==> src/rtl/pipe_ctrl.sv <==
// ============================================================================
//  Module   : pipe_ctrl
//  Purpose  : RV32I 5-stage pipeline sequencing controller. Generates stalls,
//             flushes and PC redirect, and owns the debug halt/drain handshake,
//             a memory-wait timeout and a load-use bubble counter.
//  Revision : 1.0
// ============================================================================
`default_nettype none

module pipe_ctrl #(
    parameter int REG_AW       = 5,
    parameter int ADDR_W       = 32,
    parameter int DRAIN_CYCLES = 3,
    parameter int MEM_TIMEOUT  = 255,
    parameter int CNT_W        = 16
) (
    input  logic              clk,
    input  logic              rst,
    input  logic [REG_AW-1:0] id_rs1_raddr,
    input  logic [REG_AW-1:0] id_rs2_raddr,
    input  logic              id_rs1_re,
    input  logic              id_rs2_re,
    input  logic [REG_AW-1:0] ex_rd_waddr,
    input  logic              ex_rd_we,
    input  logic              ex_is_load,
    input  logic              ex_jump_req,
    input  logic [ADDR_W-1:0] ex_jump_addr,
    input  logic              mem_req,
    input  logic              mem_ready,
    input  logic              halt_req,
    output logic              pc_stall_o,
    output logic              if_id_stall_o,
    output logic              id_ex_stall_o,
    output logic              ex_mem_stall_o,
    output logic              if_id_flush_o,
    output logic              id_ex_flush_o,
    output logic              jump_o,
    output logic [ADDR_W-1:0] jump_addr_o,
    output logic              halt_ack_o,
    output logic              mem_timeout_o,
    output logic [CNT_W-1:0]  bubble_cnt_o
);

    localparam int DCW = (DRAIN_CYCLES > 1) ? $clog2(DRAIN_CYCLES) : 1;
    localparam int WCW = $clog2(MEM_TIMEOUT + 1);
    localparam logic [DCW-1:0] C_DRAIN_LOAD = DCW'(DRAIN_CYCLES - 1);
    localparam logic [WCW-1:0] C_WAIT_MAX   = WCW'(MEM_TIMEOUT);

    typedef enum logic [1:0] {
        ST_RUN    = 2'd0,
        ST_DRAIN  = 2'd1,
        ST_HALTED = 2'd2
    } state_t;

    state_t             state_q, state_d;
    logic [DCW-1:0]     drain_q, drain_d;
    logic [WCW-1:0]     wait_q, wait_d;
    logic               ack_q, ack_d;
    logic               tmo_q, tmo_d;
    logic [CNT_W-1:0]   bubble_q, bubble_d;

    logic w_mem_wait;
    logic w_load_use;
    logic w_lu_stall;
    logic w_pc_stall, w_if_id_stall, w_id_ex_stall, w_ex_mem_stall;
    logic w_if_id_flush, w_id_ex_flush, w_jump;

    assign w_mem_wait = mem_req & ~mem_ready;
    assign w_load_use = ex_is_load & ex_rd_we & (ex_rd_waddr != '0) &
                        ((id_rs1_re & (id_rs1_raddr == ex_rd_waddr)) |
                         (id_rs2_re & (id_rs2_raddr == ex_rd_waddr)));

    always_comb begin
        w_pc_stall     = 1'b0;
        w_if_id_stall  = 1'b0;
        w_id_ex_stall  = 1'b0;
        w_ex_mem_stall = 1'b0;
        w_if_id_flush  = 1'b0;
        w_id_ex_flush  = 1'b0;
        w_jump         = 1'b0;
        w_lu_stall     = 1'b0;
        if (w_mem_wait) begin
            w_pc_stall     = 1'b1;
            w_if_id_stall  = 1'b1;
            w_id_ex_stall  = 1'b1;
            w_ex_mem_stall = 1'b1;
        end else if (ex_jump_req) begin
            // The load-use consumer sits in IF/ID or ID/EX and is flushed anyway
            w_jump        = 1'b1;
            w_if_id_flush = 1'b1;
            w_id_ex_flush = 1'b1;
        end else if (state_q == ST_HALTED) begin
            w_pc_stall    = 1'b1;
            w_if_id_stall = 1'b1;
            w_id_ex_flush = 1'b1;
        end else if (state_q == ST_DRAIN) begin
            w_pc_stall    = 1'b1;
            w_if_id_flush = 1'b1;
        end else if (w_load_use) begin
            w_pc_stall    = 1'b1;
            w_if_id_stall = 1'b1;
            w_id_ex_flush = 1'b1;
            w_lu_stall    = 1'b1;
        end
    end

    always_comb begin
        state_d = state_q;
        drain_d = drain_q;
        case (state_q)
            ST_RUN: begin
                if (halt_req && !w_mem_wait) begin
                    state_d = ST_DRAIN;
                    drain_d = C_DRAIN_LOAD;
                end
            end
            ST_DRAIN: begin
                if (!halt_req) begin
                    state_d = ST_RUN;
                end else if (!w_mem_wait) begin
                    if (drain_q == '0) begin
                        state_d = ST_HALTED;
                    end else begin
                        drain_d = drain_q - 1'b1;
                    end
                end
            end
            ST_HALTED: begin
                if (!halt_req) begin
                    state_d = ST_RUN;
                end
            end
            default: state_d = ST_RUN;
        endcase
    end

    always_comb begin
        ack_d    = (state_d == ST_HALTED);
        wait_d   = '0;
        if (w_mem_wait) begin
            wait_d = (wait_q == C_WAIT_MAX) ? wait_q : wait_q + 1'b1;
        end
        tmo_d    = tmo_q | (wait_d == C_WAIT_MAX);
        bubble_d = bubble_q;
        if (w_lu_stall && (bubble_q != '1)) begin
            bubble_d = bubble_q + 1'b1;
        end
    end

    always_ff @(posedge clk or negedge rst) begin
        if (!rst) begin
            state_q  <= ST_RUN;
            drain_q  <= '0;
            wait_q   <= '0;
            ack_q    <= 1'b0;
            tmo_q    <= 1'b0;
            bubble_q <= '0;
        end else begin
            state_q  <= state_d;
            drain_q  <= drain_d;
            wait_q   <= wait_d;
            ack_q    <= ack_d;
            tmo_q    <= tmo_d;
            bubble_q <= bubble_d;
        end
    end

    // Combinational controls are masked while reset is held low
    assign pc_stall_o     = rst & w_pc_stall;
    assign if_id_stall_o  = rst & w_if_id_stall;
    assign id_ex_stall_o  = rst & w_id_ex_stall;
    assign ex_mem_stall_o = rst & w_ex_mem_stall;
    assign if_id_flush_o  = rst & w_if_id_flush;
    assign id_ex_flush_o  = rst & w_id_ex_flush;
    assign jump_o         = rst & w_jump;
    assign jump_addr_o    = (rst & w_jump) ? ex_jump_addr : '0;
    assign halt_ack_o     = ack_q;
    assign mem_timeout_o  = tmo_q;
    assign bubble_cnt_o   = bubble_q;

endmodule

`default_nettype wire

==> config.mk <==
export PLATFORM = sky130hd
export DESIGN_NAME = pipe_ctrl
export DESIGN_NICKNAME = d
export VERILOG_FILES = /design/src/rtl/pipe_ctrl.sv
export SDC_FILE = /design/constraint.sdc
export NUM_CORES = 1
export LEC_CHECK = 0
export CORE_AREA = 2 2 53 105
export DETAILED_ROUTE_END_ITERATION = 8
export DIE_AREA = 0 0 55 107
export HOLD_SLACK_MARGIN = 0.02
export PLACE_DENSITY = 0.84
export SETUP_SLACK_MARGIN = 0.4
export SLEW_MARGIN = 30
export SYNTH_ARGS = -nofsm -noshare
export SYNTH_HDL_FRONTEND = slang
export SYNTH_SLANG_ARGS = --single-unit
==> constraint.sdc <==
create_clock -name clk -period 3.55 [get_ports clk]
set_input_delay 0.71 -clock clk [delete_from_list [all_inputs] [get_ports clk]]
set_output_delay 0.71 -clock clk [all_outputs]
set_load 0.005 [all_outputs]
== Yosys cells after proc, flatten, opt, wreduce, memory -nomap -nowiden ==
Index checks and enable logic that the tools add are counted.
Storage, ports and cells
  bits in registers: 30
  input bits: 57
  output and inout port bits: 57
  logic and storage cells: 79
Cells by class
  add/sub/neg operators: 3
  equality and inequality tests: 12
  multiplexer cells: 35
  bitwise gates (word level): 15
  reduce and logical (&&, ||, !) cells: 8
Operator list (number)
  two-way mux 32 bit: 1
  two-way mux 1 bit: 21
  two-way mux 2 bit: 9
  adder 16 x 1 -> 16 bit (second input constant): 1
  equality test 8 bit (second input constant): 2
  two-way mux 8 bit: 2
  != test 16 bit (second input constant): 1
  bitwise AND 1 bit: 12
  equality test 5 bit: 2
  adder 8 x 1 -> 8 bit (second input constant): 1
  != test 2 bit (second input constant): 4
  one-hot mux 2 bit (3 select lines): 1
  AND reduction 5 bit: 1
  nonzero test 5 bit: 1
  equality test 2 bit (second input constant): 2
  logical NOT 2 bit: 2
  one-hot mux 2 bit (2 select lines): 1
  equality test 2 x 1 -> 1 bit (second input constant): 1
  logical AND 1 bit: 2
  bitwise OR 1 bit: 2
  nonzero test 2 bit: 1
  subtractor 2 x 1 -> 2 bit (second input constant): 1
  logical NOT 1 bit: 1
  NOT 1 bit: 1

== Depth between registers and ports, before layout ==
  word-level depth: 10
  mapped depth: 6
  depth with buffers taken out: 6

== Worst setup path before layout ==
No wires, ideal clock.
  kind: input to output
  from: in ex_rd_waddr[1]
  to: out id_ex_flush_o
  arrival time: 1.856 ns
  data required time: 2.840 ns
  path slack: 0.984 ns
  stages on the path: 4
  path buffers: 0
  cells stage by stage: or4_4 o211a_1 a221oi_1 nor3_1
Between the ends
  word-level cells in the longest chain between the ends: 10
  elaborated cells between the ends (all ways): 14
  classes of those cells: eq/ne (2); mux (5); bitwise (6); reduce/logical (1)
RTL lines
  from (decl): RTL line 23  | input logic [REG_AW-1:0] ex_rd_waddr,
  equality test 5 bit, on equally long branches: RTL line 70, 71
  bitwise AND 1 bit, on equally long branches: RTL line 70, 71
  bitwise OR 1 bit: RTL line 70  | ((id_rs1_re & (id_rs1_raddr == ex_rd_waddr)) |
  bitwise AND 1 bit (*): RTL line 69  | assign w_load_use = ex_is_load & ex_rd_we & (ex_rd_waddr != '0) &
  two-way mux 1 bit (*): RTL line 99  | end else if (w_load_use) begin
  two-way mux 1 bit (*): RTL line 96  | end else if (state_q == ST_DRAIN) begin
  two-way mux 1 bit (*): RTL line 92  | end else if (state_q == ST_HALTED) begin
  two-way mux 1 bit (*): RTL line 87  | end else if (ex_jump_req) begin
  two-way mux 1 bit (*): RTL line 82  | if (w_mem_wait) begin
  bitwise AND 1 bit (*): RTL line 174  | assign id_ex_flush_o = rst & w_id_ex_flush;
  to (decl): RTL line 36  | output logic id_ex_flush_o,
Mark *: on every way between the ends. The rest lies on a longest branch, timed or not.

== Final worst setup path ==
  from: in ex_rd_waddr[3]
  to: out if_id_stall_o
Between the ends
  word-level cells in the longest chain between the ends: 10
  elaborated cells between the ends (all ways): 14
  classes of those cells: eq/ne (2); mux (5); bitwise (6); reduce/logical (1)
RTL lines
  equality test 5 bit, on equally long branches: RTL line 70, 71
  bitwise AND 1 bit, on equally long branches: RTL line 70, 71
  bitwise OR 1 bit: RTL line 70
  bitwise AND 1 bit (*): RTL line 69
  two-way mux 1 bit (*): RTL line 99
  two-way mux 1 bit (*): RTL line 96
  two-way mux 1 bit (*): RTL line 92
  two-way mux 1 bit (*): RTL line 87
  two-way mux 1 bit (*): RTL line 82
  bitwise AND 1 bit (*): RTL line 170  | assign if_id_stall_o = rst & w_if_id_stall;
  to (decl): RTL line 32  | output logic if_id_stall_o,
Marked as above.

==> run_results.csv <==
group,metric,value,unit
setup_path,crit_type,"in2out",
timing,relSlewSlack,0.679,
setup_path,max_stage_delay,0.54,ns
hold_path,whs_path_depth,1,
finish,regArea,751,um^2
die,rows,37,
routing,route.met3.wl,392,um
place,io_buffers,113,
place,dp_slack,0.0229,ns
global_routing,antenna_found_initial,0,
place,hpwlAfterDp,4.97,mm
synthesis,synth.most_common_cell,"and2_1",
finish,nets,410,
setup_path,r2r-start,"bubble_cnt_o[0]$_DFFE_PN0P_",
global_routing,overflow,0,
timing,hold_violations,0,
setup_path,rrSetupSlack,1.51,ns
status,status,"finished clean",
setup_path,crit_path_max_fanout,3,
setup_path,crit_required,2.84,ns
finish,fillCellCount,398,
global_routing,grt_pass1_wl,9.46,mm
setup_path,cp_cell_sequence,"dlygate4sd2_1 -> or4_4 -> o211a_4 -> buf_4 -> a31oi_1 -> o31ai_1 -> dlygate4sd2_1",
setup_path,r2r-end,"bubble_cnt_o[1]$_DFFE_PN0P_",
routing,vias_per_cell,5.25,
timing,tns,0,ns
global_routing,grt_max_degree,34,
hold_path,hp-class,"reg2reg",
timing,rsz0062_at_grt,"true",
synthesis,ys_types,51,
timing,fin_skew,0.00320,ns
setup_path,crit_path_start_kind,"primary input",
synthesis,synth.top_cell.area_share,0.361,
clock_network,clockBufferDepth,2,
clock_network,clk_pin_slew,0.06,ns
finish,insertedDiodeCount,0,
setup_path,reg2regPathDepth,6,
timing,maxSlewViolCount,0,
setup_path,cp.arrival,2.41,ns
routing,via_count,2148,
finish,area_growth,69.0,%
clock_network,cts_tree,"yes",
routing,drc_errors,0,
setup_path,cp_slowest_cell,"or4_4",
clock_network,cts_sinks,30,
timing,max_freq,321,MHz
place,placed_area,0.00332,mm^2
clock_network,cts_root_buffer,"clkbuf_8",
clock_network,htreeDepth,2,
synthesis,ys_top_cells_by_count,"35 x and2_1, 30 x dfrtp_1, 22 x xnor2_1, 14 x nand3_1, 12 x nand2_1",
power_and_ir_drop,power.density,265,mW/mm^2
synthesis,synth_nets,283,
synthesis,synth-main-ff-cell,"dfrtp_1",
synthesis,synth_area_leaders,"dfrtp_1 36%, and2_1 11%, xnor2_1 9.3%",
finish,finalInstanceArea,0.00352,mm^2
routing,drtIter0Drc,50,
timing,setup_viol,0,
run,drv_cap,0,
finish,drive_gt1_frac,0.125,
global_routing,grt_util_all_layers,0.217,
clock_network,clkLatencyLatePin,0.28,ns
finish,final_util,0.691,
timing,whs,0.486,ns
place,gp_congestion,0.901,
synthesis,syn_inst,223,
routing,wirelength,6.54,mm
routing,wl_met2,3.75,mm
die,ios,114,
die,dieArea,0.00589,mm^2
global_routing,grt_pass1_vias,2110,
timing,worst_pin_slew,0.482,ns
setup_path,cp_num_buf_inv,3,
die,coreArea,0.00509,mm^2
finish,multiInputGateArea,0.00131,mm^2
power_and_ir_drop,irDropWorstVdd,0.212,mV
clock_network,cts_made_buffers,5,
routing,highest_layer,"met4",
routing,drt-met1-wl,2.23,mm
hold_path,hold_end,"mem_timeout_o$_DFF_PN0_",
die,die_w,55,um
synthesis,synth-seq-cells,30,
die,start_util,0.409,
synthesis,synth_area,0.00208,mm^2
timing,finalCritPeriodShare,0.878,
die,die_h,107,um
routing,first_pass_iters,4,
setup_path,cp_common_cell,"dlygate4sd2_1",
setup_path,endpoint_kind,"output port",
synthesis,synth_warnings,0,
power_and_ir_drop,p_leak,0.00147,uW
synthesis,syn_area_per_cell,9.34,um^2
timing,layout_min_cycle_time,3.12,ns
hold_path,hp-start,"mem_timeout_o$_DFF_PN0_",
synthesis,ys_async_sr_fraction,1.00,
routing,avgRoutedWirePerCell,16.0,um
synthesis,synth-edff-count,0,
setup_path,critical-path-top-delay-family,"buffers and inverters",
synthesis,yosys.area.top_type,"dfrtp_1",
timing,finalWorstSetupSlack,0.434,ns
routing,antenna_left,0,
synthesis,ys_seq_area_frac,0.361,
## cells by family after synthesis
family | count (synthesis) | share of synthesized area
compound gates | 31 | 0.128
xor+xnor | 27 | 0.114
fa+ha+maj | 3 | 0.0180
buf+inv | 14 | 0.0306
flops | 30 | 0.361
mux | 4 | 0.0216
simple gates | 114 | 0.328
## layout by cell type (no fill, tap or decap), types with 2 or more instances in the layout
| master | n |
|---|---|
| nor3_1 | 8 |
| clkbuf_8 | 6 |
| nor4b_1 | 4 |
| nand2_1 | 12 |
| a21oi_1 | 6 |
| nand3_1 | 14 |
| ha_1 | 3 |
| nor3b_1 | 3 |
| buf_4 | 11 |
| a211oi_1 | 2 |
| xnor2_2 | 3 |
| and3_1 | 7 |
| o21ai_0 | 4 |
| mux2i_1 | 3 |
| dlygate4sd2_1 | 7 |
| dfrtp_1 | 30 |
| nand2b_1 | 4 |
| nor2_1 | 8 |
| and2_1 | 35 |
| inv_1 | 6 |
| a31oi_1 | 4 |
| nand4_1 | 6 |
| xnor2_1 | 19 |
| xor2_1 | 5 |
| clkdlybuf4s50_1 | 105 |
| buf_12 | 2 |
## final cells by class
class	count	share of cell area
multi-input combinational	179	0.373
clock buffer	7	0.0245
clock inverter	1	0.00142
inverter	7	0.00747
timing repair buffer	127	0.360
tap	58	0.0206
sequential	30	0.213
## worst max path at each step
stage | from | to | slack, ns | cells past startpoint
after detailed placement | ex_rd_waddr[1] | id_ex_flush_o | 0.02 | 6
final | ex_rd_waddr[3] | if_id_stall_o | 0.43 | 7
after global placement | ex_rd_waddr[2] | id_ex_flush_o | 0.05 | 6
after CTS | mem_ready | jump_addr_o[3] | 0.41 | 6
after floorplan | ex_rd_waddr[1] | id_ex_flush_o | 0.98 | 4
after global routing | mem_ready | jump_addr_o[3] | 0.40 | 6
## metrics by stage
stage / std cells / total power [uW]
floorplan: 223 / 500
global placement: 395 / 635
detailed placement: 395 / 644
CTS: 408 / 928
global route: 409 / 979
finish: 409 / 931
## power breakdown
group / switching [uW] / internal, uW / total [uW]
logic: 110 / 161 / 272
clock network: 125 / 156 / 282
registers: 17.9 / 360 / 378
total: 254 / 677 / 931
## repair_timing
| item | 4_1_cts | 5_1_grt |
|---|---|---|
| setup endpoints to repair | 3 | 33 |
| gates resized for setup | 12 | 9 |
| hold buffers | 0 | 0 |
| buffers inserted | 5 | 0 |
| pin swaps | 6 | 2 |
| cloned | 0 | 1 |
## registers in the layout, indices dropped and copies added, names as in the netlist
| name | count |
|---|---|
| mem_timeout_o | 1 |
| state_q | 2 |
| drain_q | 2 |
| halt_ack_o | 1 |
| bubble_cnt_o | 16 |
| wait_q | 8 |
## metal layers
| metal | vias up | track usage |
|---|---|---|
| met5 | - | 0 |
| met4 | 0 | 0.0923 |
| met3 | 15 | 0.0404 |
| met2 | 72 | 0.403 |
| met1 | 1017 | 0.216 |
| li1 | 1044 | - |
(Power assumes the default switching activity.)
